## src/rtl/pwm_test_pkg.sv

```systemverilog
// Shared constants, sweep direction type and helpers for the servo PWM exerciser.
package pwm_test_pkg;

  localparam int unsigned DEF_CLK_HZ          = 50_000_000;
  localparam int unsigned DEF_MIN_PULSE_CYC   = 50_000;
  localparam int unsigned DEF_CYC_PER_DEG     = 277;
  localparam int unsigned DEF_MAX_DEG         = 180;
  localparam int unsigned DEF_STEP_DEG        = 1;
  localparam int unsigned DEF_FRAMES_PER_STEP = 1;
  localparam int unsigned DEF_N_CH            = 5;

  localparam logic [6:0] SEG_BLANK = 7'h7F;

  typedef enum logic {DirUp, DirDown} dir_e;

  // Bits needed to count 0..n-1, never less than one.
  function automatic int unsigned cnt_width(input int unsigned n);
    return (n > 1) ? $clog2(n) : 1;
  endfunction

  // Active-low segments, bit0 = a .. bit6 = g; non-BCD codes blank the digit.
  function automatic logic [6:0] seg_encode(input logic [3:0] d);
    logic [6:0] s;
    s = SEG_BLANK;
    case (d)
      4'd0: s = 7'h40;
      4'd1: s = 7'h79;
      4'd2: s = 7'h24;
      4'd3: s = 7'h30;
      4'd4: s = 7'h19;
      4'd5: s = 7'h12;
      4'd6: s = 7'h02;
      4'd7: s = 7'h78;
      4'd8: s = 7'h00;
      4'd9: s = 7'h10;
      default: s = SEG_BLANK;
    endcase
    return s;
  endfunction

endpackage

```

## src/rtl/seven_seg_decoder.sv

```systemverilog
// One BCD digit to an active-low 7-segment pattern.
module seven_seg_decoder
  import pwm_test_pkg::*;
(
  input  logic [3:0] bcd_i,
  output logic [6:0] seg_o
);

  always_comb begin
    seg_o = seg_encode(bcd_i);
  end

endmodule

```

## src/rtl/pwm_test_top.sv

```systemverilog
// Self-running servo exerciser: N_CH in-phase PWM channels sweeping a shared angle,
// with the angle shown in decimal on three 7-segment digits (fourth blank).
module pwm_test_top
  import pwm_test_pkg::*;
#(
  parameter int unsigned CLK_HZ          = DEF_CLK_HZ,
  parameter int unsigned PERIOD_CYC      = CLK_HZ / 50,
  parameter int unsigned MIN_PULSE_CYC   = DEF_MIN_PULSE_CYC,
  parameter int unsigned CYC_PER_DEG     = DEF_CYC_PER_DEG,
  parameter int unsigned MAX_DEG         = DEF_MAX_DEG,
  parameter int unsigned STEP_DEG        = DEF_STEP_DEG,
  parameter int unsigned FRAMES_PER_STEP = DEF_FRAMES_PER_STEP,
  parameter int unsigned N_CH            = DEF_N_CH
) (
  input  logic                  clk,
  input  logic                  rst_n,
  output logic [3:0][6:0]       seven_seg_display,
  output logic [N_CH-1:0]       pwm_out
);

  localparam int unsigned FW = cnt_width(PERIOD_CYC);
  localparam int unsigned PW = cnt_width(PERIOD_CYC + 1);
  localparam int unsigned SW = cnt_width(FRAMES_PER_STEP + 1);

  logic [FW-1:0]   frame_cnt_q, frame_cnt_d;
  logic [PW-1:0]   pulse_q, pulse_d, pulse_cyc;
  logic [7:0]      angle_q, angle_d;
  dir_e            dir_q, dir_d;
  logic [SW-1:0]   step_cnt_q, step_cnt_d;
  logic [N_CH-1:0] pwm_q, pwm_d;
  logic            frame_wrap;

  assign frame_wrap = (frame_cnt_q == FW'(PERIOD_CYC - 1));
  assign pulse_cyc  = PW'(MIN_PULSE_CYC) + PW'(angle_q) * PW'(CYC_PER_DEG);

  always_comb begin
    frame_cnt_d = frame_cnt_q + FW'(1);
    pulse_d     = pulse_q;
    angle_d     = angle_q;
    dir_d       = dir_q;
    step_cnt_d  = step_cnt_q;
    if (frame_wrap) begin
      frame_cnt_d = '0;
      // Latch uses the pre-update angle, so a new angle takes effect one frame later.
      pulse_d     = pulse_cyc;
      if (step_cnt_q + SW'(1) >= SW'(FRAMES_PER_STEP)) begin
        step_cnt_d = '0;
        if (dir_q == DirUp) begin
          if ({1'b0, angle_q} + 9'(STEP_DEG) >= 9'(MAX_DEG)) begin
            angle_d = 8'(MAX_DEG);
            dir_d   = DirDown;
          end else begin
            angle_d = angle_q + 8'(STEP_DEG);
          end
        end else begin
          if (angle_q <= 8'(STEP_DEG)) begin
            angle_d = '0;
            dir_d   = DirUp;
          end else begin
            angle_d = angle_q - 8'(STEP_DEG);
          end
        end
      end else begin
        step_cnt_d = step_cnt_q + SW'(1);
      end
    end
  end

  always_comb begin
    pwm_d = (PW'(frame_cnt_q) < pulse_q) ? {N_CH{1'b1}} : {N_CH{1'b0}};
  end

  always_ff @(posedge clk or negedge rst_n) begin
    if (!rst_n) begin
      frame_cnt_q <= '0;
      pulse_q     <= PW'(MIN_PULSE_CYC);
      angle_q     <= '0;
      dir_q       <= DirUp;
      step_cnt_q  <= '0;
      pwm_q       <= '0;
    end else begin
      frame_cnt_q <= frame_cnt_d;
      pulse_q     <= pulse_d;
      angle_q     <= angle_d;
      dir_q       <= dir_d;
      step_cnt_q  <= step_cnt_d;
      pwm_q       <= pwm_d;
    end
  end

  assign pwm_out = pwm_q;

  // Angle is at most 180, so one hundreds subtract and a tens search suffice.
  logic [7:0] rem;
  logic [3:0] hund, tens, ones;

  always_comb begin
    rem  = angle_q;
    hund = 4'd0;
    if (rem >= 8'd100) begin
      hund = 4'd1;
      rem  = rem - 8'd100;
    end
    tens = 4'd0;
    for (int i = 1; i <= 9; i++) begin
      if (rem >= 8'(i * 10)) tens = 4'(i);
    end
    ones = 4'(rem - 8'(tens) * 8'd10);
  end

  logic [6:0] seg0, seg1, seg2;

  seven_seg_decoder u_dec0 (.bcd_i(ones), .seg_o(seg0));
  seven_seg_decoder u_dec1 (.bcd_i(tens), .seg_o(seg1));
  seven_seg_decoder u_dec2 (.bcd_i(hund), .seg_o(seg2));

  assign seven_seg_display = {SEG_BLANK, seg2, seg1, seg0};

endmodule

```

## config.mk

```make
export PLATFORM = sky130hd
export DESIGN_NAME = pwm_test_top
export DESIGN_NICKNAME = d
export VERILOG_FILES = /design/src/rtl/pwm_test_pkg.sv /design/src/rtl/seven_seg_decoder.sv /design/src/rtl/pwm_test_top.sv
export SDC_FILE = /design/constraint.sdc
export NUM_CORES = 1
export LEC_CHECK = 0
export CAP_MARGIN = 20
export CORE_UTILIZATION = 30
export CTS_BUF_LIST = sky130_fd_sc_hd__clkbuf_2
export CTS_CLUSTER_SIZE = 16
export DETAILED_ROUTE_END_ITERATION = 6
export PLACE_DENSITY_LB_ADDON = 0.3
export REMOVE_ABC_BUFFERS = 1
export SYNTH_ARGS = -nofsm -noshare
export SYNTH_HDL_FRONTEND = slang
export SYNTH_SLANG_ARGS = --single-unit
```

## constraint.sdc

```tcl
create_clock -name clk -period 5.9 [get_ports clk]
set_clock_uncertainty 0.2 [all_clocks]
set_input_delay 0.885 -clock clk [delete_from_list [all_inputs] [get_ports clk]]
set_output_delay 0.885 -clock clk [all_outputs]
set_load 0.02 [all_outputs]
```

* After elaboration in Yosys (flattened, before gate mapping)
Memories as Yosys holds them, arrays and structs flattened.
Index checks and enable logic that the tools add are counted.
Widths: inputs -> output; s select.
** Word-level totals
- Register bits :: 55
- Latch bits :: 0
- Bits in writable memories :: 0
- Bits in read-only memories :: 336
- Input bits :: 2
- Output and inout port bits :: 33
- Word-level logic and storage cells :: 55
- Memories :: 3
** Memory list
- (no name shown) :: depth 16, bits a word 7, read ports 1, clocked after Yosys merged registers in 0, wr ports 0, line pwm_test_pkg.sv:25 : case (d)
- (no name shown) :: depth 16, bits a word 7, read ports 1, clocked after Yosys merged registers in 0, wr ports 0, line pwm_test_pkg.sv:25
- (no name shown) :: depth 16, bits a word 7, read ports 1, clocked after Yosys merged registers in 0, wr ports 0, line pwm_test_pkg.sv:25
** Cells by class
- Add/subtract/negate cells :: 8
- Multipliers :: 2
- Div/mod/pow operators :: 0
- Magnitude comparators :: 14
- Equality and inequality tests :: 1
- Shift-type cells :: 0
- Mux-type cells :: 20
- Bitwise operators :: 0
- Reductions and logical operators :: 1
** Operator list (number)
- $ge 8x7->1 const B :: 4
- $mux 4 :: 8
- $mux 8 :: 4
- $ge 8x6->1 const B :: 3
- $add 20x1->20 const B :: 1
- $eq 20x20->1 const B :: 1
- $lt 20x20->1 :: 1
- $mux 20 :: 1
- $add 16x17->18 const A :: 1
- $mul 8x9->17 const B :: 1
- $ge 8x5->1 const B :: 2
- $add 8x1->9 const B :: 1
- $ge 9x8->1 const B :: 1
- $add 8x1->8 const B :: 1
- $ge 8x4->1 const B :: 1
- $le 8x1->1 const B :: 1
- $sub 8x1->8 const B :: 1
- $sub 8x7->8 const B :: 1
- $mux 1 :: 6
- $mux 5 :: 1
- $mul 4x3->3 const B :: 1
- $sub 4x4->4 :: 1
- $reduce_and 2->1 :: 1
- $add 1x1->1 const B :: 1
- $ge 1x1->1 const B :: 1

* Longest topological paths before layout
An unclocked memory read counts as a cell.
- Word-level depth :: 15
- Mapped depth :: 18
- Depth with buffers taken out :: 17

* Hierarchy
From an unflattened synthesis, not the netlist that was laid out.
** Second synthesis, totals
- Cell total of the unflattened synthesis :: 633
- Area total of the unflattened synthesis :: 5260.0 um^2
** Modules (own cells, without submodules)
- pwm_test_top :: instances 1, cells an instance 534, area each 4629.4 um^2
- seven_seg_decoder :: instances 3, cells an instance 33, area each 210.2 um^2

* Worst setup path after synthesis
Ideal clock, no wire load.
- Kind :: register to output
- Start point :: register angle_q[2]
- End point :: output port seven_seg_display[2] in the netlist's numbering
- Arrival time :: 4.866 ns
- Data required time :: 4.815 ns
- Path slack :: -0.051 ns
- Cell stages (with the launch flop) :: 18
- Cell sequence :: dfrtp_1 > clkbuf_1 > inv_1 > ha_1 > nand2b_1 > a221oi_4 > inv_4 > and2_4 > or3_4 > a221oi_1 > or2_2 > inv_1 > fa_1 > xnor2_1 > xnor2_1 > a21oi_2 > or2_1 > o21ai_0
** RTL lines
- from (decl) :: line pwm_test_top.sv:27 : logic [7:0] angle_q, angle_d;
- from (signal assigned) :: line pwm_test_top.sv:84 : angle_q <= angle_d;
- to (decl) :: line pwm_test_top.sv:17 : output logic [3:0][6:0] seven_seg_display,

==> flow_summary_export.csv <==
group,metric,value,unit
global_routing,grt_pass1_wl,19010,µm
final_layout,regArea,1209,µm²
floorplan,pin_count,35,
global_routing,grt_pass1_vias,3965,
final_layout,drive_gt1_share,18.49,%
flow_run,cap_viol_max_count,0,
timing,fin_ws,0.2402,ns
synth,synth_cells,564,
route,routed_wl,11360,µm
setup_path,reg2reg_to,"pulse_q[16]$_DFFE_PN0N_",
timing,fin_tns_setup,0,ns
placement,placed_area,5477,µm²
worst_hold_path,hp-class,"reg2reg",
floorplan,die_y,130.2,µm
worst_hold_path,hold_start,"pulse_q[14]$_DFFE_PN1N_",
synth,synth_edf_count,0,
final_layout,stdcell_area,5851,µm²
timing,max_freq,176.7,MHz
cts,root_buffer,"clkbuf_2",
global_routing,antenna_found_initial,0,
timing,worst_pin_slew,1.043,ns
global_routing,grt_max_degree,49,
synth,synth_seq_area_share,24.53,%
final_layout,multi_input_area,3576,µm²
setup_path,worst-setup-path-type,"reg2out",
floorplan,start_util,30.91,%
placement,dp_cells,806,
synth,ys_seq_elements,48,
setup_path,critPathMaxFanout,6,
setup_path,path_cells,"inv_1 > ha_1 > and4b_2 > a221oi_4 > inv_4 > mux2i_4 > nor2_4 > buf_12 > a221oi_4 > or2_4 > inv_2 > fa_2 > xnor2_4 > xor2_2 > nor3_4 > or2_4 > o311a_1 > buf_4",
setup_path,crit_slowest_cell,"dfrtp_1",
setup_path,crit_required,4.82,ns
route,via_per_inst,5.017,
status,status,"finished clean",
synth,yosysWarnings,0,
timing,setup_viol,0,
cts,cts_tree,"done",
global_routing,overflow,0,
route,first_pass_iters,5,
floorplan,die_area,16940,µm²
setup_path,crit_family,"compound AO/OA/AOI/OAI gates",
final_layout,area_growth,18.74,%
setup_path,startpoint_type,"flop",
power,p_total,567.9,µW
setup_path,reg2reg_depth,18,
cts,cts.sinks,48,
timing,relSlewSlack,29.87,%
setup_path,timing.rr.start,"angle_q[6]$_DFFE_PN0P_",
route,vias,4149,
cts,clk_latency,0.44,ns
final_layout,nFillCells,1631,
setup_path,crit_cells,18,
setup_path,critPathMaxStageDelay,0.41,ns
synth,synth_area_per_cell,8.736,µm²
floorplan,rows,46,
route,drcViolationCount,0,
placement,gp_congestion,0.8702,
power,power_density,97.07,nW/µm²
synth,synth_area,4927,µm²
final_layout,layout_common_cells,"ha_1, nand2_1, inv_1",
timing,drv_slew,0,
synth,yosys_most_used_dff,"dfrtp_1",
setup_path,cp-end-kind,"output pin",
global_routing,grtUsageTotal,13.75,%
setup_path,reg2reg_slack,1.02,ns
timing,hold_ws,0.2965,ns
cts,h-tree-depth,2,
setup_path,crit_buf_inv,5,
cts,postCtsHoldBufs,0,
route,ant_nets,0,
final_layout,finalNonFillerCells,827,
final_layout,layout_commonest_cell,"ha_1",
timing,hold_violations,0,
timing,fin_crit_sh,95.93,%
cts,cts_buffer_depth,2,
placement,numPortBuffers,24,
cts,path_clk_slew,0.27,ns
worst_hold_path,whs_path_depth,2,
worst_hold_path,min_delay_worst_endpoint,"pulse_q[14]$_DFFE_PN1N_",
synth,ys_types,73,
power,worst_ir_drop_vdd,0.04993,mV
route,drt_iter0_markers,283,
final_layout,utilization,36.70,%
floorplan,die_w,130.2,µm
setup_path,worstPathArrival,4.57,ns
final_layout,fin_nets,696,
final_layout,antennaDiodeCount,0,
synth,async_flop_share,100.0,%
placement,pre_cts_ws,0.09390,ns
placement,post-dp-hpwl,8379,µm
route,wl_per_cell,13.74,µm
cts,cts_buffers,5,
timing,finalCriticalPeriod,5.660,ns
power,leakagePower,2.731,nW
floorplan,fp.coreArea,15940,µm²
-- metal layers --
layer | routed length, µm | share of wire [%] | track usage, % | vias to the layer above
met5 | 0 | 0 | 0 | -
met4 | 174 | 1.5 | 4.378 | 0
met3 | 396 | 3.5 | 1.189 | 15
met2 | 5294 | 47 | 22.59 | 115
met1 | 5496 | 48 | 19.01 | 1949
li1 | - | - | - | 2070
-- worst max path at each step --
stage / to / slack, ns / start
after floorplan: seven_seg_display[2] / -0.06 / angle_q[7]$_DFFE_PN0P_
after global placement: seven_seg_display[4] / 0.20 / angle_q[2]$_DFFE_PN0P_
after detailed placement: seven_seg_display[4] / 0.09 / angle_q[6]$_DFFE_PN0P_
after CTS: seven_seg_display[4] / -0.02 / angle_q[7]$_DFFE_PN0P_
after global routing: seven_seg_display[3] / -0.01 / angle_q[7]$_DFFE_PN0P_
final: seven_seg_display[3] / 0.24 / angle_q[0]$_DFFE_PN0P_
-- state kept, by name (all words and copies together) (netlist names) --
signal / cells
pulse_q: 18
angle_q: 8
frame_cnt_q: 20
dir_q: 1
pwm_out: 1
-- power breakdown --
part / internal, mW / total, mW / switching [mW]
combinational: 0.000663 / 0.0128 / 0.0121
sequential: 0.330 / 0.330 / 0
clock: 0.116 / 0.225 / 0.109
total: 0.446 / 0.568 / 0.121
-- kinds of logic after synthesis --
family / share of synthesized area [%]
flip-flops: 24.53
XOR/XNOR: 7.186
multiplexers: 0.9141
adder cells (fa/ha/maj): 23.01
AND/OR/NAND/NOR: 16.89
buffers and inverters: 7.821
AO/OA/AOI/OAI: 19.50
other: 0.1524
-- cell usage after synthesis, drive strengths merged (5+ instances only) --
cell | count | area share, %
clkbuf | 15 | 1.1
a21o | 15 | 2.3
inv | 50 | 3.9
o21ai | 38 | 3.9
dfrtp | 42 | 21
nand2 | 52 | 4.0
a211oi | 9 | 1.6
nor3 | 10 | 1.1
xnor2 | 23 | 4.1
and2 | 7 | 0.94
nor2 | 38 | 3.0
or3 | 9 | 1.2
o31ai | 6 | 0.91
buf | 18 | 2.8
and3 | 5 | 0.63
ha | 73 | 19
fa | 11 | 4.5
nand4 | 5 | 0.63
a21oi | 23 | 2.5
dfstp | 6 | 3.2
xor2 | 14 | 2.6
nand3 | 17 | 1.7
o211ai | 7 | 1.3
-- repair_timing --
| action | 4_1_cts | 5_1_grt |
|---|---|---|
| endpoints found under the setup margin | 7 | 7 |
| setup buffers | 5 | 8 |
| pin swaps | 2 | 15 |
| resized for setup | 22 | 48 |
-- final cells by class --
| cell class | instances | area share, % |
|---|---|---|
| Multi-Input combinational cell | 441 | 61.12 |
| Sequential cell | 48 | 20.66 |
| Timing Repair Buffer | 64 | 8.811 |
| Tap cell | 216 | 4.619 |
| Inverter | 50 | 3.251 |
| Clock inverter | 2 | 1.027 |
| Clock buffer | 6 | 0.5133 |
-- worst register-to-register path, cell delays in order, from the launching register on --
cell and delay [ns]:
dfrtp_1 0.47, buf_4 0.15, buf_4 0.17, inv_1 0.20
ha_1 0.34, inv_1 0.05, fa_1 0.49, inv_1 0.05
fa_1 0.48, ha_1 0.35, a21o_1 0.20, a21oi_1 0.25
o21bai_1 0.10, a21oi_1 0.23, o21ai_0 0.22, a211oi_1 0.27
nor2_1 0.10, or4_1 0.41, nand3_1 0.08
Power figures use the tool's default switching activity.
